===== src/rtl/wave_voice_scheduler.sv =====
// Shares one 1-cycle wave lookup across NUM_VOICES voices; tick to sample_valid is NUM_VOICES+2 cycles.
// Ticks arriving while busy are dropped and latch overrun; define WAVE_VOICE_SCHED_SCALE_EN to scale the mix by 1/NUM_VOICES instead of saturating.
module wave_voice_scheduler #(
    parameter int NUM_VOICES  = 4,
    parameter int PHASE_WIDTH = 24,
    parameter int ADDR_WIDTH  = 8,
    parameter int DATA_WIDTH  = 16
) (
    input  logic                          clk,
    input  logic                          rst_n,
    input  logic                          sample_tick,
    input  logic                          cfg_we,
    input  logic [$clog2(NUM_VOICES)-1:0] cfg_voice,
    input  logic [PHASE_WIDTH-1:0]        cfg_tuning,
    input  logic                          cfg_gate,
    output logic [ADDR_WIDTH-1:0]         wave_addr,
    input  logic [DATA_WIDTH-1:0]         wave_dout,
    output logic [DATA_WIDTH-1:0]         sample_out,
    output logic                          sample_valid,
    output logic                          busy,
    output logic                          overrun
);
    localparam int VW    = $clog2(NUM_VOICES);
    localparam int ACC_W = DATA_WIDTH + VW;

    typedef enum logic [1:0] {IDLE, ISSUE, DRAIN, OUTPUT} state_t;

    state_t                  r_state;
    logic [VW-1:0]           r_idx;
    logic [PHASE_WIDTH-1:0]  r_phase  [NUM_VOICES];
    logic [PHASE_WIDTH-1:0]  r_tuning [NUM_VOICES];
    logic [NUM_VOICES-1:0]   r_gate;
    logic                    r_agate;
    logic                    r_dgate;
    logic signed [ACC_W-1:0] r_acc;
    logic [ADDR_WIDTH-1:0]   r_wave_addr;
    logic [DATA_WIDTH-1:0]   r_sample;
    logic                    r_valid;
    logic                    r_busy;
    logic                    r_overrun;

    logic                    w_idle;
    logic                    w_last;
    logic [VW-1:0]           w_next_voice;
    logic                    w_next_gate;
    logic [ADDR_WIDTH-1:0]   w_next_addr;
    logic signed [ACC_W-1:0] w_add;
    logic signed [ACC_W-1:0] w_sum;
    logic [VW:0]             w_hi;
    logic [DATA_WIDTH-1:0]   w_mix;

    // OUTPUT is the strobe cycle; it behaves as IDLE so a tick there starts the next frame.
    assign w_idle       = (r_state == IDLE) || (r_state == OUTPUT);
    assign w_last       = (r_idx == VW'(NUM_VOICES - 1));
    assign w_next_voice = w_idle ? '0 : r_idx + 1'b1;
    assign w_next_gate  = r_gate[w_next_voice];
    assign w_next_addr  = w_next_gate ? r_phase[w_next_voice][PHASE_WIDTH-1 -: ADDR_WIDTH] : '0;
    assign w_add        = r_dgate ? {{VW{wave_dout[DATA_WIDTH-1]}}, wave_dout} : '0;
    assign w_sum        = r_acc + w_add;
    assign w_hi         = w_sum[ACC_W-1:DATA_WIDTH-1];

    always_comb begin
`ifdef WAVE_VOICE_SCHED_SCALE_EN
        w_mix = w_sum[ACC_W-1:VW];
`else
        w_mix = w_sum[DATA_WIDTH-1:0];
        if (w_hi != '0 && w_hi != '1) begin
            w_mix = w_sum[ACC_W-1] ? {1'b1, {(DATA_WIDTH-1){1'b0}}} : {1'b0, {(DATA_WIDTH-1){1'b1}}};
        end
`endif
    end

    // r_agate/r_dgate track whether the address/data currently on the lookup belong to a sounding voice.
    always_ff @(posedge clk or negedge rst_n) begin
        if (!rst_n) begin
            r_state     <= IDLE;
            r_idx       <= '0;
            r_agate     <= 1'b0;
            r_dgate     <= 1'b0;
            r_acc       <= '0;
            r_wave_addr <= '0;
            r_sample    <= '0;
            r_valid     <= 1'b0;
            r_busy      <= 1'b0;
            r_overrun   <= 1'b0;
        end else begin
            r_valid <= 1'b0;
            r_dgate <= r_agate;
            if (sample_tick && !w_idle) begin
                r_overrun <= 1'b1;
            end
            case (r_state)
                IDLE, OUTPUT: begin
                    r_state <= IDLE;
                    r_agate <= 1'b0;
                    if (sample_tick) begin
                        r_state     <= ISSUE;
                        r_idx       <= '0;
                        r_acc       <= '0;
                        r_busy      <= 1'b1;
                        r_wave_addr <= w_next_addr;
                        r_agate     <= w_next_gate;
                    end
                end
                ISSUE: begin
                    r_acc <= w_sum;
                    if (w_last) begin
                        r_state <= DRAIN;
                        r_agate <= 1'b0;
                    end else begin
                        r_idx       <= w_next_voice;
                        r_wave_addr <= w_next_addr;
                        r_agate     <= w_next_gate;
                    end
                end
                DRAIN: begin
                    r_state  <= OUTPUT;
                    r_acc    <= w_sum;
                    r_busy   <= 1'b0;
                    r_sample <= w_mix;
                    r_valid  <= 1'b1;
                end
                default: r_state <= IDLE;
            endcase
        end
    end

    // Later assignments win: a gate-rise clear overrides the same cycle's phase step.
    always_ff @(posedge clk or negedge rst_n) begin
        if (!rst_n) begin
            for (int v = 0; v < NUM_VOICES; v++) begin
                r_phase[v]  <= '0;
                r_tuning[v] <= '0;
            end
            r_gate <= '0;
        end else begin
            for (int v = 0; v < NUM_VOICES; v++) begin
                if (r_state == ISSUE && r_idx == VW'(v)) begin
                    r_phase[v] <= r_gate[v] ? r_phase[v] + r_tuning[v] : '0;
                end
                if (cfg_we && cfg_voice == VW'(v)) begin
                    r_tuning[v] <= cfg_tuning;
                    r_gate[v]   <= cfg_gate;
                    if (cfg_gate && !r_gate[v]) begin
                        r_phase[v] <= '0;
                    end
                end
            end
        end
    end

    assign wave_addr    = r_wave_addr;
    assign sample_out   = r_sample;
    assign sample_valid = r_valid;
    assign busy         = r_busy;
    assign overrun      = r_overrun;

endmodule

===== config.mk =====
export PLATFORM = sky130hd
export DESIGN_NAME = wave_voice_scheduler
export DESIGN_NICKNAME = d
export VERILOG_FILES = /design/src/rtl/wave_voice_scheduler.sv
export SDC_FILE = /design/constraint.sdc
export NUM_CORES = 1
export LEC_CHECK = 0
export BUFFER_PORTS_ARGS = -buffer_cell sky130_fd_sc_hd__buf_4
export CORE_UTILIZATION = 50
export CTS_CLUSTER_DIAMETER = 30
export DETAILED_ROUTE_END_ITERATION = 10
export PLACE_DENSITY = 0.67
export SYNTH_ARGS = -nofsm -noshare
export SYNTH_HDL_FRONTEND = slang
export SYNTH_SLANG_ARGS = --single-unit

===== constraint.sdc =====
create_clock -name clk -period 4.8 [get_ports clk]
set_input_delay 0.24 -clock clk [delete_from_list [all_inputs] [get_ports clk]]
set_output_delay 0.24 -clock clk [all_outputs]
set_load 0.05 [all_outputs]

# [After elaboration in Yosys (flattened, before gate mapping)]
# Index checks and enable logic that the tools add are counted.
[totals] ff_bits=247 inputBits=47 output_inout_bits=27
[classes] add_sub_neg=6 order_cmp=2 eq_ne=13 mux=43 n_bitwise=1 n_reduce_logical=30
[ops] cell="$mux 24" count=18
[ops] cell="$add 24x24->24" count=4
[ops] cell="$bmux 24 s2" count=1
[ops] cell="$mux 18" count=2
[ops] cell="$pmux 18 s2" count=1
[ops] cell="$mux 16" count=2
[ops] cell="$mux 8" count=3
[ops] cell="$add 18x18->18" count=1
[ops] cell="$pmux 8 s2" count=1
[ops] cell="$logic_and 1x1->1" count=14
[ops] cell="$eq 2x2->1 const B" count=6
[ops] cell="$mux 2" count=4
[ops] cell="$eq 2x1->1 const B" count=3
[ops] cell="$logic_not 2->1" count=3
[ops] cell="$mux 1" count=6
[ops] cell="$ne 2x2->1 const B" count=3
[ops] cell="$pmux 2 s3" count=1
[ops] cell="$logic_not 1->1" count=5
[ops] cell="$pmux 1 s2" count=2
[ops] cell="$pmux 2 s2" count=1
[ops] cell="$reduce_bool 2->1" count=2
[ops] cell="$reduce_or 2->1" count=2
[ops] cell="$ge 3x3->1 const B" count=1
[ops] cell="$lt 2x3->1 const B" count=1
[ops] cell="other kinds (8)" count=8

# [Logic depth before layout (Yosys ltp)]
# Gate-level depths: netlist (run 1).
[depth] ltp_word=10 ltp_mapped=13 mapped_depth_nobuf=12

# [Worst setup path before layout (run 1)]
# OpenSTA, ideal clock, no wires.
[synth_timing] kind="register to register" startpoint="register r_dgate" endpoint="register r_sample[10], in the netlist sample_out[10]" arrival_ps=2784 slack_ps=1950 path_stages_with_launch=13 path_cell_list="dfrtp_1 clkbuf_1 and2_1 ha_1 nand4_1 or2_2 o31ai_2 o22a_1 xor2_1 o21ai_1 nand2_1 buf_2 o221a_2"
[synth_between] elab_chain_cells=5 word_cells_on_any_way=7 classes_between="add/sub (1); eq/ne (1); mux (3); reduce/logical (2)"
[synth_lines] item="start: declaration" line_no="34" rtl="logic r_dgate;"
[synth_lines] item="start signal: assignment" line_no="88" rtl="r_dgate <= r_agate;"
[synth_lines] item="$mux 18 *" line_no="58" rtl="assign w_add = r_dgate ? {{VW{wave_dout[DATA_WIDTH-1]}}, wave_dout} : '0;"
[synth_lines] item="$add 18x18->18 *" line_no="59" rtl="assign w_sum = r_acc + w_add;"
[synth_lines] item="$ne 3x3->1 / $reduce_bool 3->1 (equally long branches)" line_no="67" rtl="if (w_hi != '0 && w_hi != '1) begin"
[synth_lines] item="$logic_and 1x1->1" line_no="67"
[synth_lines] item="$mux 16 *" line_no="67"
[synth_lines] item="end signal: assignment" line_no="120" rtl="r_sample <= w_mix;"
[synth_lines] item="end: declaration" line_no="37" rtl="logic [DATA_WIDTH-1:0] r_sample;"
# Every way passes the cells marked *; elsewhere a longest branch is shown, timed or not.
# A chain may end at the register's enable or synchronous reset.

# [Worst setup path in the final report (run 1)]
[layout_timing] startpoint="register r_dgate" endpoint="register r_sample[6], in the netlist sample_out[6]"
# The elaborated chain is that of the path after synthesis.

==> flow_summary.yaml, run 1 <==
place:
  dp_hpwl_um: 25700
  dp.cells: 1856
  io_buffers: 73
  dpl_cell_area_um2: 15700
  routabilityCongestion: 0.881
die:
  dieArea_um2: 30100
  die_w_um: 174
  initial_utilization_pct: 51.0
  fp.dieH_um: 174
  num_rows: 62
  core_area_um2: 28900
  io_pins: 74
global_routing:
  grtUsageTotal_pct: 25.4
  grt_pass1_vias: 11666
  grt_pass1_wl_um: 61500
  grt_overflow: 0
  grt_max_degree: 112
  antenna_found_initial: 0
timing:
  finalCritPeriodShare_pct: 73.1
  fin_crit_ns: 3.51
  worst_pin_slew_ns: 1.09
  whs_ns: 0.0163
  skew_ns: 0.0186
  fmax_mhz: 285
  slew_headroom_pct: 27.1
  setup_tns_ns: 0
  hold_viol_final: 0
  maxSlewViolCount: 0
  grt_setup_unrepaired: "false"
  setup_viol: 0
critical_path:
  endpoint: "sample_out[6]"
  reg2reg_to: "sample_out[6]"
  crit_type: "reg2reg"
  r2r_cells: 12
  reg2reg_from: "r_dgate"
  cp-startpoint: "r_dgate"
  critPathRequiredTime_ns: 5.24
  startpoint_type: "flop"
  critPathCaptureType: "flop"
  crit_fanout: 16
  arrival_ns: 3.95
  r2r_slack_ns: 1.29
job:
  maxCapViolCount: 0
finish:
  nets: 1720
  final_cell_area_um2: 17800
  n_antenna_cell: 0
  syn_to_final_growth_pct: 21.1
  layout.cells.non_filler: 1979
  drive_above_1_share_pct: 19.9
  fillers: 2407
clock_network:
  clkLatencyLatePin_ns: 0.57
  post_cts_resized: 0
  cts_buffers: 57
  clock-sinks: 247
  root_buffer: "clkbuf_16"
  clock_path_buffers: 3
  cts_tree: "built"
  path_clk_slew_ns: 0.05
  cts_max_level: 2
yosys:
  ys_seq_elements: 247
  seq_area_frac_synth_pct: 42.0
  syn_inst: 1437
  yosys_warnings: 0
  synth_fp_nets: 1605
  async_reset_ff_share_pct: 100
  syn_area_um2: 14700
  synth_area_per_cell_um2: 10.2
  synth-edff-count: 0
  ys.flop_type: "dfrtp_1"
  synthDistinctLibCells: 68
detailed_routing:
  drtIter0Drc: 708
  drc: 0
  route.detailed.wl_per_inst_um: 19.1
  wl_um: 37700
  antenna_left: 0
  via_per_inst: 5.89
  vias: 11654
  first_pass_iters: 5
hold_path:
  whs_path_depth: 2
  hold_path.startpoint: "cfg_tuning[9]"
  hp-class: "in2reg"
outcome:
  status: "finished, final reports clean"
power:
  ir_drop_mv: 0.349
  power_density_nw_per_um2: 662
  p_leak_nw: 8.51
sequential cells by signal, indices dropped and copies added (netlist names):
signal        cells
r_phase          96
r_tuning         96
r_acc            18
sample_out       16
wave_addr         8
r_gate            4
r_idx             2
r_state           2
busy              1
overrun           1
r_agate           1
r_dgate           1
sample_valid      1
how the worst min path moves through the flow:
stage | slack, ns | to
floorplan | -0.06 | busy
global placement | 0.38 | r_tuning[46]
detailed placement | 0.38 | r_tuning[46]
CTS | 0.007 | r_tuning[54]
global route | 0.006 | r_tuning[33]
finish | 0.02 | r_tuning[33]
cell type report:
type	instances	area (µm²)	share of cell area [%]
Multi-Input combinational cell	1107	8240	46.2
Sequential cell	247	6180	34.7
Clock buffer	78	1680	9.39
Timing Repair Buffer	107	863	4.84
Tap cell	384	480	2.69
Clock inverter	24	274	1.54
Inverter	32	120	0.674
what timing repair did:
action                    4_1_cts  5_1_grt
hold buffers                   20        1
buffers inserted                0        0
hold endpoints to repair      179        3
logic make-up (layout without fill, tap and decap cells):
| logic type | after synthesis | in the layout | share of synthesized area (%) |
|---|---|---|---|
| AOI/OAI and AO/OA | 439 | 439 | 20.1 |
| and+or+nand+nor | 342 | 342 | 11.1 |
| DFF | 247 | 247 | 42.0 |
| adders and majority gates | 121 | 121 | 10.5 |
| muxes | 117 | 117 | 8.82 |
| xor gates and xnor gates | 88 | 88 | 5.23 |
| buffers and inverters | 83 | 241 | 2.13 |
cells in the final DEF (no fill, tap or decap), types with 9 or more instances in the layout:
master | netlist | routed
nand4_1 | 10 | 10
clkbuf_16 | 0 | 57
dlygate4sd3_1 | 0 | 21
o21ai_0 | 70 | 70
and2_1 | 21 | 21
a22o_1 | 25 | 25
clkbuf_8 | 0 | 17
a21oi_1 | 115 | 115
mux2i_1 | 15 | 15
a211oi_1 | 10 | 10
buf_4 | 0 | 85
o221a_2 | 14 | 14
o31ai_1 | 18 | 18
and3_1 | 12 | 12
nor3_1 | 20 | 20
inv_1 | 32 | 32
ha_1 | 116 | 116
mux2_2 | 102 | 102
a21o_1 | 46 | 46
xor2_1 | 39 | 39
nand2_1 | 110 | 110
nor2_1 | 87 | 87
nand2b_1 | 9 | 9
o21bai_1 | 18 | 18
a22oi_1 | 34 | 34
dfrtp_1 | 247 | 247
xnor2_1 | 49 | 49
o21a_1 | 16 | 16
nand3_1 | 23 | 23
o22ai_1 | 11 | 11
worst max-delay path, stage by stage, from the launching register on:
cell and delay [ns]:
dfrtp_1 0.54, and2_1 0.23, ha_1 0.21, fa_1 0.45, a211oi_1 0.25, nor2_1 0.14, o2bb2ai_2 0.22, o22ai_1 0.16
o221ai_1 0.23, xnor2_1 0.13, o21ai_1 0.12, nand2_1 0.32, o221a_2 0.41
synthesized netlist by cell type, drive strengths merged, types with 25 or more instances:
cell    number  area (µm²)
a21o        46         345
a21oi      116         584
a22o        25         219
a22oi       34         255
clkbuf      46         173
dfrtp      247        6180
ha         116        1450
inv         32         120
mux2       102        1150
nand2      110         413
nor2        87         327
o21ai       75         375
xnor2       49         429
xor2        39         342
stage by stage:
| step | utilization [%] | total power [mW] | setup slack, ns |
|---|---|---|---|
| after floorplan | - | 6.76 | 1.95 |
| after CTS | 61.8 | 11.8 | 1.28 |
| after global routing | 61.8 | 12.5 | 1.03 |
| after detailed placement | 54.3 | 7.88 | 1.31 |
| final | 61.8 | 11.8 | 1.29 |
| after global placement | 54.3 | 7.77 | 1.42 |
layer usage:
metal | GRT usage (%) | share of wire (%) | wire length, µm
met4 | 8.33 | 2.8 | 1060
met3 | 4.14 | 4.6 | 1740
met5 | 0 | 0 | 0
met2 | 40.8 | 46 | 17300
met1 | 35.1 | 47 | 17600
report_power, final:
| group | leakage [nW] | switching, mW | internal [mW] | total [mW] |
|---|---|---|---|---|
| Sequential | 3.11 | 0.479 | 2.70 | 3.18 |
| Combinational | 4.45 | 2.75 | 2.03 | 4.78 |
| Clock | 0.949 | 1.22 | 2.63 | 3.85 |
| Total | 8.51 | 4.45 | 7.35 | 11.8 |
No activity file was read; power rests on OpenSTA's default activity.
==> inputs of run 2 (changes only) <==
==> constraint.sdc (replaced) <==
create_clock -name clk -period 3.7 [get_ports clk]
set_input_delay 0.185 -clock clk [delete_from_list [all_inputs] [get_ports clk]]
set_output_delay 0.185 -clock clk [all_outputs]
set_load 0.05 [all_outputs]
==> flow_summary.yaml, run 2 (synthesis results as in run 1) <==
outcome:
  status: "finished, final reports clean"
power:
  p_leak_nw: 8.63
  switching_share_pct: 36.3
  ir_drop_mv: 0.520
  p_switching_mw: 5.72
  seqPwrFrac_pct: 25.8
  clock_power_share_pct: 34.0
  power_density_nw_per_um2: 871
  comb_power_share_pct: 40.2
  internal-power_mw: 10.0
critical_path:
  cp_num_buf_inv: 0
  crit_fanout: 14
  crit_type: "reg2reg"
  critPathRequiredTime_ns: 4.13
  startpoint_type: "flop"
  slowest_delay_ns: 0.47
  cp_top_family: "compound AO/OA/AOI/OAI gates"
  slowest_stage: "dfrtp_1"
  crit_chain: "and2_1 > ha_1 > fa_1 > a211oi_1 > nor2_1 > o2bb2ai_2 > o22ai_1 > o221ai_1 > xnor2_1 > o21ai_1 > nand2_1 > o221a_2"
  critPathCaptureType: "flop"
  arrival_ns: 3.76
timing:
  maxSlewViolCount: 0
  final.setup.worst_slack_ns: 0.365
  grt_setup_unrepaired: "false"
  setup_tns_ns: 0
  fmax_mhz: 300
  setup_viol: 0
  hold_viol_final: 0
  worst_pin_slew_ns: 1.15
  skew_ns: 0.00705
  slew_headroom_pct: 22.5
  fin_crit_ns: 3.34
  finalCritPeriodShare_pct: 90.1
die:
  num_rows: 62
  dieArea_um2: 30100
  io_pins: 74
  initial_utilization_pct: 51.0
  die_w_um: 174
  fp.dieH_um: 174
  core_area_um2: 28900
clock_network:
  root_buffer: "clkbuf_16"
  cts_buffers: 56
  clock-sinks: 247
  clock_path_buffers: 3
  path_clk_slew_ns: 0.05
  cts_max_level: 2
  cts_tree: "built"
  clkLatencyLatePin_ns: 0.55
  post_cts_buffers: 0
global_routing:
  grt_max_degree: 96
  antenna_found_initial: 0
  grt_pass1_wl_um: 61900
  grtUsageTotal_pct: 25.5
  grt_pass1_vias: 11852
  grt_overflow: 0
detailed_routing:
  antenna_left: 0
  wl_um: 37400
  drtIter0Drc: 675
  via_per_inst: 5.91
  route.detailed.wl_per_inst_um: 18.8
  first_pass_iters: 5
  drc: 0
  vias: 11786
finish:
  final_cell_area_um2: 18100
  reg_top3: "r_phase (96), r_tuning (96), r_acc (18)"
  final_common_cell: "dfrtp_1"
  nets: 1735
  syn_to_final_growth_pct: 22.9
  final_cell_mix: "dfrtp_1 (247), ha_1 (116), a21oi_1 (115)"
  drive_above_1_share_pct: 19.8
  n_antenna_cell: 0
place:
  dpl_cell_area_um2: 15800
  routabilityCongestion: 0.887
  place_ws_ns: 0.360
  dp_hpwl_um: 26200
  io_buffers: 73
job:
  maxCapViolCount: 0
hold_path:
  hp-class: "in2reg"
-- run 2: routing by layer --
metal | up-vias | global-route usage [%] | part of all wire [%]
met2 | 312 | 41.5 | 46
met5 | - | 0 | 0
met1 | 5779 | 35.1 | 46
met3 | 80 | 3.73 | 5.1
li1 | 5615 | - | -
met4 | 0 | 7.89 | 2.6
-- run 2: metrics by stage --
step           utilization (%)  total power [mW]  std cells  hold WS, ns
6_report                  62.7              15.8       1994        0.181
5_1_grt                   62.7              16.7       1994        0.199
4_1_cts                   62.7              15.8       1994        0.173
3_5_place_dp              54.7              10.3       1866        0.285
3_3_place_gp              54.7              10.2       1866        0.282
2_1_floorplan                -              8.77       1437       -0.111
-- run 2: worst min-delay path: cells and delay by family --
family | cells | cell delay [ns]
adder cells (fa/ha/maj) | 1 | 0.16
AO/OA/AOI/OAI | 1 | 0.14
AND/OR/NAND/NOR | 1 | 0.12
buffers and inverters | 1 | 0.09
-- run 2: repair_timing --
item                                   CTS  global route
endpoints found under the hold margin  191             0
hold buffers                            27             0
resized for setup                        0             0
-- run 2: area by class of cell --
| type | count | area (µm²) |
|---|---|---|
| well taps | 384 | 480 |
| clock buffers | 77 | 1590 |
| flip-flops and latches | 247 | 6180 |
| fillers | 2352 | 10800 |
| multi-input cells | 1107 | 8240 |
| repair buffers | 123 | 1020 |
| clock inverters | 24 | 455 |
| inverters | 32 | 120 |
-- run 2: power groups by stage --
stage / Clock [mW] / Combinational [mW] / Sequential [mW]
global placement: 0 / 6.12 / 4.06
CTS: 5.42 / 6.32 / 4.06
detailed placement: 0 / 6.24 / 4.09
floorplan: 0 / 4.43 / 4.34
finish: 5.36 / 6.34 / 4.06
global route: 5.57 / 7.01 / 4.16
-- run 2: final timing paths --
check,start,endpoint,cells after the start,slack [ns]
worst max-delay path,r_dgate,sample_out[2],12,0.36
worst min-delay path,wave_dout[0],r_acc[0],4,0.18
worst max register to register,r_dgate,sample_out[2],12,0.36
worst min register to register,r_agate,r_dgate,0,0.38
max in group asynchronous,rst_n,sample_out[9],3,2.52
min in group asynchronous,rst_n,r_phase[46],2,0.29
